--- src/rtl/interval_timer_if.sv ---
// Control/status bundle for interval_timer.
//   master: drives start/stop/periodic/period/prescale, observes val/busy/tick/done.
//   slave : the timer itself.
interface interval_timer_if #(
  parameter int unsigned WIDTH = 16,
  parameter int unsigned PRE_W = 8
);
  logic             start;
  logic             stop;
  logic             periodic;
  logic [WIDTH-1:0] period;
  logic [PRE_W-1:0] prescale;
  logic [WIDTH-1:0] val;
  logic             busy;
  logic             tick;
  logic             done;

  modport master (
    output start, stop, periodic, period, prescale,
    input  val, busy, tick, done
  );

  modport slave (
    input  start, stop, periodic, period, prescale,
    output val, busy, tick, done
  );
endinterface

--- src/rtl/interval_timer.sv ---
// Programmable interval timer: a prescaled up-counter that wraps at the latched
// period, emitting a one-cycle tick per wrap and, in one-shot mode, a done pulse.
// Ports:
//   clk   - system clock, rising edge
//   reset - asynchronous active-low reset
//   bus   - interval_timer_if.slave: start/stop/periodic/period/prescale in,
//           val/busy/tick/done out (all outputs registered)
module interval_timer #(
  parameter int unsigned WIDTH = 16,
  parameter int unsigned PRE_W = 8
) (
  input  logic              clk,
  input  logic              reset,
  interval_timer_if.slave   bus
);

  typedef enum logic [0:0] {StIdle, StRun} state_e;

  localparam logic [WIDTH-1:0] ValOne = WIDTH'(1);
  localparam logic [PRE_W-1:0] PreOne = PRE_W'(1);

  state_e           state_q, state_d;
  logic [WIDTH-1:0] val_q, val_d;
  logic [PRE_W-1:0] pre_q, pre_d;
  logic [WIDTH-1:0] period_q, period_d;
  logic [PRE_W-1:0] prescale_q, prescale_d;
  logic             periodic_q, periodic_d;
  logic             tick_q, tick_d;
  logic             done_q, done_d;
  logic             start_ok;

  // A zero period is illegal; such a start is simply dropped.
  assign start_ok = bus.start && (bus.period != '0);

  always_comb begin
    state_d    = state_q;
    val_d      = val_q;
    pre_d      = pre_q;
    period_d   = period_q;
    prescale_d = prescale_q;
    periodic_d = periodic_q;
    tick_d     = 1'b0;
    done_d     = 1'b0;

    unique case (state_q)
      StIdle: begin
        if (start_ok && !bus.stop) begin
          state_d    = StRun;
          val_d      = '0;
          pre_d      = '0;
          period_d   = bus.period;
          prescale_d = bus.prescale;
          periodic_d = bus.periodic;
        end
      end
      StRun: begin
        if (bus.stop) begin
          // Abort suppresses any coinciding terminal count.
          state_d = StIdle;
          val_d   = '0;
          pre_d   = '0;
        end else if (start_ok) begin
          // Restart: relatch and begin a fresh interval, no tick from the old one.
          val_d      = '0;
          pre_d      = '0;
          period_d   = bus.period;
          prescale_d = bus.prescale;
          periodic_d = bus.periodic;
        end else if (pre_q == prescale_q) begin
          pre_d = '0;
          // period_q is never 0 in StRun, so period_q - 1 cannot underflow.
          if (val_q == period_q - ValOne) begin
            val_d  = '0;
            tick_d = 1'b1;
            if (!periodic_q) begin
              done_d  = 1'b1;
              state_d = StIdle;
            end
          end else begin
            val_d = val_q + ValOne;
          end
        end else begin
          pre_d = pre_q + PreOne;
        end
      end
      default: state_d = StIdle;
    endcase
  end

  always_ff @(posedge clk or negedge reset) begin
    if (!reset) begin
      state_q    <= StIdle;
      val_q      <= '0;
      pre_q      <= '0;
      period_q   <= '0;
      prescale_q <= '0;
      periodic_q <= 1'b0;
      tick_q     <= 1'b0;
      done_q     <= 1'b0;
    end else begin
      state_q    <= state_d;
      val_q      <= val_d;
      pre_q      <= pre_d;
      period_q   <= period_d;
      prescale_q <= prescale_d;
      periodic_q <= periodic_d;
      tick_q     <= tick_d;
      done_q     <= done_d;
    end
  end

  assign bus.val  = val_q;
  assign bus.busy = (state_q == StRun);
  assign bus.tick = tick_q;
  assign bus.done = done_q;

endmodule

--- src/flat_wrapper.sv ---
// flat-port wrapper written by rule: the top's interface ports become plain ports
module interval_timer_flat 
#(
  parameter int unsigned WIDTH = 16,
  parameter int unsigned PRE_W = 8
)
  (clk, reset, bus_start, bus_stop, bus_periodic, bus_period, bus_prescale, bus_val, bus_busy, bus_tick, bus_done);
  interval_timer_if #(.WIDTH(WIDTH), .PRE_W(PRE_W)) bus_i ();
  input  logic clk;
  input  logic reset;
  input wire logic [$bits(bus_i.start)-1:0] bus_start;
  input wire logic [$bits(bus_i.stop)-1:0] bus_stop;
  input wire logic [$bits(bus_i.periodic)-1:0] bus_periodic;
  input wire logic [$bits(bus_i.period)-1:0] bus_period;
  input wire logic [$bits(bus_i.prescale)-1:0] bus_prescale;
  output wire logic [$bits(bus_i.val)-1:0] bus_val;
  output wire logic [$bits(bus_i.busy)-1:0] bus_busy;
  output wire logic [$bits(bus_i.tick)-1:0] bus_tick;
  output wire logic [$bits(bus_i.done)-1:0] bus_done;
  assign bus_i.start = bus_start;
  assign bus_i.stop = bus_stop;
  assign bus_i.periodic = bus_periodic;
  assign bus_i.period = bus_period;
  assign bus_i.prescale = bus_prescale;
  assign bus_val = bus_i.val;
  assign bus_busy = bus_i.busy;
  assign bus_tick = bus_i.tick;
  assign bus_done = bus_i.done;
  interval_timer #(.WIDTH(WIDTH), .PRE_W(PRE_W)) u_core (.clk(clk), .reset(reset), .bus(bus_i));
endmodule
--- config.mk ---
export PLATFORM = sky130hd
export DESIGN_NAME = interval_timer_flat
export DESIGN_NICKNAME = d
export VERILOG_FILES = /design/src/rtl/interval_timer_if.sv /design/src/rtl/interval_timer.sv /design/src/flat_wrapper.sv
export SDC_FILE = /design/constraint.sdc
export NUM_CORES = 1
export LEC_CHECK = 0
export ABC_AREA = 1
export CORE_MARGIN = 2
export CORE_UTILIZATION = 45
export CTS_CLUSTER_SIZE = 30
export DETAILED_ROUTE_END_ITERATION = 8
export GPL_TIMING_DRIVEN = 0
export PLACE_DENSITY = 0.65
export RECOVER_POWER = 25
export SLEW_MARGIN = 0
export SYNTH_ARGS = -nofsm -noshare
export SYNTH_HDL_FRONTEND = slang
export SYNTH_SLANG_ARGS = --single-unit
--- constraint.sdc ---
create_clock -name clk -period 5.7 [get_ports clk]
set_clock_uncertainty 0.1 [all_clocks]
set_input_delay 1.14 -clock clk [delete_from_list [all_inputs] [get_ports clk]]
set_output_delay 1.14 -clock clk [all_outputs]
set_load 0.01 [all_outputs]
Word-level counts from Yosys, hierarchy flattened
Index checks and enable logic that the tools add are counted.

Register bits after elaboration: 52. Output and inout port bits: 19.

Muxes and demuxes: 41. Eq/ne operators: 6. Bitwise logic cells: 1. Reductions and logical operators: 6. Add/subtract/negate cells: 3.

Operators with widths (count): $mux 16 (8); $pmux 16 s2 (2); $mux 8 (7); $pmux 8 s2 (2); $mux 1 (20); $add 16x1->16 const B (1); $eq 16x16->1 (1); $reduce_bool 16->1 (1); $sub 16x1->16 const B (1); $add 8x1->8 const B (1); $eq 8x8->1 (1); $ne 2x2->1 const B (2); $ne 4x4->1 const B (1); $pmux 1 s2 (2); $reduce_and 3->1 (1); $logic_and 1x1->1 (2); $ne 2x1->1 const B (1); $reduce_and 2->1 (1); $logic_not 1->1 (1); $not 1->1 (1).

Logic depth before layout (Yosys ltp)
Depth in word-level cells: 7. Gate-level depth with buffers: 16. Depth with buffers taken out: 15.

Least setup slack after synthesis
OpenSTA, ideal clock, no wires.

Path kind: input port to flip-flop. From: in bus_period[15]. To: reg u_core.val_q[6], in the netlist u_core.bus.val[6]. Slack: 3.216 ns. Setup time: 0.127 ns. Arrival: 2.257 ns. Cell stages on the path: 12. Cell sequence: nor2_1 > nand2_1 > nor2_1 > nand2_1 > nand2_1 > inv_1 > nand2_2 > nand2_4 > buf_2 > nand3b_1 > xor2_1 > a21oi_2.

Longest elaborated chain between the ends: 5. Elaborated cells between the ends (all ways): 9. Classes of those cells: eq/ne (2); mux (3); reduce/logical (4).

Ends and longest elaborated chain: start, declared (line flat_wrapper.sv:14) `input wire logic [$bits(bus_i.period)-1:0] bus_period;`; $reduce_bool 16->1 (*) (line interval_timer.sv:33) `assign start_ok = bus.start && (bus.period != '0);`; $logic_and 1x1->1 (*) (line interval_timer.sv:33); $mux 16 or $logic_and 1x1->1 (tied branches) (line interval_timer.sv:62, interval_timer.sv:47); $mux 16 or $ne 2x1->1 (tied branches); $pmux 16 s2 or $reduce_and 2->1 (tied branches); end signal, assigned (line interval_timer.sv:102) `val_q <= val_d;`; end, declared (line interval_timer.sv:23) `logic [WIDTH-1:0] val_q, val_d;`.

Every way passes the cells marked *; elsewhere a longest branch is shown, timed or not. A chain may end at the register's enable or synchronous reset.

==> out/metrics.yaml <==
wl_per_cell_microns: 14.0
first_pass_iters: 4
clkLatencyLatePin_ps: 310
synth_commonest_cells: "158 x nand2_1, 56 x nor2_1, 54 x inv_1"
cpPeakStageDelay_ps: 1390
setup_viol: 0
cp_num_buf_inv: 2
core-area_sq_mm: 0.00733
ys_warn_count: 0
required_ps: 5670
grt_pass1_wl_microns: 15400
worst_pin_slew_ps: 1840
cpMostUsedCell: "clkbuf_1"
syn_avg_cell_area_sq_um: 7.00
grt_usage_pct: 22.7
r2r-start: "u_core.period_q[0]$_DFFE_PN0P_"
critical_path_class: "in2async"
yosysTopAreaCell: "dfrtp_1"
crit_family: "buffers and inverters"
max_freq_mhz: 295
dp_hpwl_microns: 7120
cp.depth: 2
path_clk_slew_ps: 110
syn_area_sq_mm: 0.00345
crit_end: "u_core.period_q[11]$_DFFE_PN0P_"
cp-start-kind: "input pin"
final_layout_size_suffix_gt1_share_pct: 8.39
cts-htree-levels: 2
synth_nets: 524
final_nets: 579
critPathSlowestCell: "clkbuf_1"
hp-class: "reg2reg"
dr.first_iter.drc_count: 136
period_minus_slack_ps: 3390
gp_congestion: 0.879
postSynthCellCount: 492
synth_edf_count: 0
grt_max_degree: 34
grt.overflow.total: 0
cts-buffers-inserted: 5
path_max_fanout: 33
hold_violations: 0
die_area_sq_mm: 0.00837
area_growth_pct: 19.8
period_share_pct: 59.6
holdBufCountCts: 0
finalPower_uw: 879
maxSlewHeadroom_pct: -22.7
grt_pass1_vias: 3223
synthArstFlopShare_pct: 100
synth.top_cell.area_share_pct: 37.8
ff2ff_path_depth: 14
row_count: 31
rsz0062_at_grt: "false"
fp.dieW_microns: 91.5
worstSetupStartpoint: "reset"
pin_count: 48
clockBufferDepth: 2
maxSlewViolCount: 34
via_per_inst: 5.09
ys.flop_type: "dfrtp_1"
initial_core_util_pct: 47.0
die_h_microns: 91.5
status: "finished, violations left"
crit_chain: "clkbuf_1, clkbuf_1"
postCtsResizedCells: 0
routed_wl_microns: 9090
crit_arrival_ps: 3370
violations: "capacitance limit, slew limit"
portBuffers: 47
synth.distinct_cells: 33
yosysMostFrequentCell: "nand2_1"
power_density_mw_per_mm2: 213
diodes: 0
synth.area.top_cells: "dfrtp_1 38%, nand2_1 17%, nor2_1 6.1%"
postCtsSetupRepairBufs: 0
p_leak_nw: 1.91
cts.sinks: 52
antenna_found_initial: 0
ys_seq_elements: 52
synth-seq-area-share_pct: 37.8
critPathCaptureType: "asynchronous set/reset pin"
route.antenna.remaining_nets: 0
rr_endpoint: "u_core.bus.val[9]$_DFFE_PN0P_"
cts-root-buf: "clkbuf_8"
rrSetupSlack_ps: 3390
peakVddDrop_v: 0.000138
drc_errors: 0
hold_start: "u_core.period_q[15]$_DFFE_PN0P_"
max_cap_violations: 1
tns_ps: 0
cts_tree: "done"
vias: 3291
## placed cells by master, fill, tap and decap left out, types with 3 or more instances in the layout
master / count
nand2_1: 158
nor2_1: 56
inv_1: 54
dfrtp_1: 52
clkdlybuf4s50_1: 46
nand3_1: 32
o21ai_0: 27
xor2_1: 20
nand4_1: 11
a21oi_2: 10
nand3b_1: 9
a21oi_1: 9
nor3_1: 7
nand2_2: 6
clkbuf_1: 6
nor2_2: 5
clkbuf_8: 5
nand2_4: 4
xnor2_1: 4
buf_2: 4
o21bai_1: 3
inv_2: 3
ha_1: 3
## where the power goes
| group | internal, mW | switching, mW |
|---|---|---|
| combinational | 0.0842 | 0.150 |
| sequential | 0.397 | 0.0280 |
| clock | 0.0878 | 0.131 |
| total | 0.569 | 0.309 |
## through the flow
stage | util, % | instances | hold WS (ps) | worst slack (ps) | cell area [sq um]
5_1_grt | 56.3 | 647 | 468 | 1810 | 4130
4_1_cts | 56.5 | 647 | 420 | 2630 | 4140
2_1_floorplan | - | 492 | 368 | 3220 | 3450
3_3_place_gp | 55.1 | 638 | 385 | 1720 | 4040
6_report | 56.3 | 647 | 418 | 2310 | 4130
3_5_place_dp | 55.3 | 639 | 393 | 2290 | 4060
## layout make-up
cell class                 count  area, sq um
timing repair buffer          48          468
sequential                    52         1300
inverter                      57          214
fill                         705         3200
clock inverter                 2         16.3
buffer                        10         62.6
tap                           99          124
clock buffer                   6         72.6
multi-input combinational    373         1870
## worst reg2reg max path, cell delays in order, from the launching register on
cell     delay, ps
dfrtp_1        410
inv_1          140
ha_1           310
nand2_4        130
nor2_8         160
nand2_1         60
nand2_1         50
nand2_1         90
nor2_1         120
nand2_1         70
nor2_2         100
nand3_2        120
nand2_4        140
buf_12         150
a21oi_2         50
## layer usage
metal / GRT usage (%) / wire length (microns)
met1: 29.9 / 4180
met2: 38.8 / 4450
met3: 3.57 / 315
met4: 5.56 / 138
met5: 0 / 0
## state kept, by name (all words and copies together) (netlist names)
signal	cells
u_core.bus.val	16
u_core.period_q	16
u_core.pre_q	8
u_core.prescale_q	8
u_core.bus.busy	1
u_core.bus.done	1
u_core.bus.tick	1
u_core.periodic_q	1
## kinds of logic after synthesis
kind of cell,Yosys count,synth area share (%)
and+or+nand+nor,295,38.3
buffers and inverters,67,8.02
DFF,52,37.8
AOI/OAI and AO/OA,51,8.75
xor gates and xnor gates,24,6.10
adders and majority gates,3,1.09
## worst min-delay path by stage
stage | endpoint | slack, ps | depth (start not counted)
finish | u_core.period_q[15]$_DFFE_PN0P_ | 420 | 2
global placement | u_core.period_q[15]$_DFFE_PN0P_ | 380 | 2
detailed placement | u_core.period_q[15]$_DFFE_PN0P_ | 390 | 2
floorplan | u_core.period_q[15]$_DFFE_PN0P_ | 370 | 2
global route | u_core.period_q[15]$_DFFE_PN0P_ | 470 | 2
CTS | u_core.period_q[15]$_DFFE_PN0P_ | 420 | 2
(Power assumes the default switching activity.)
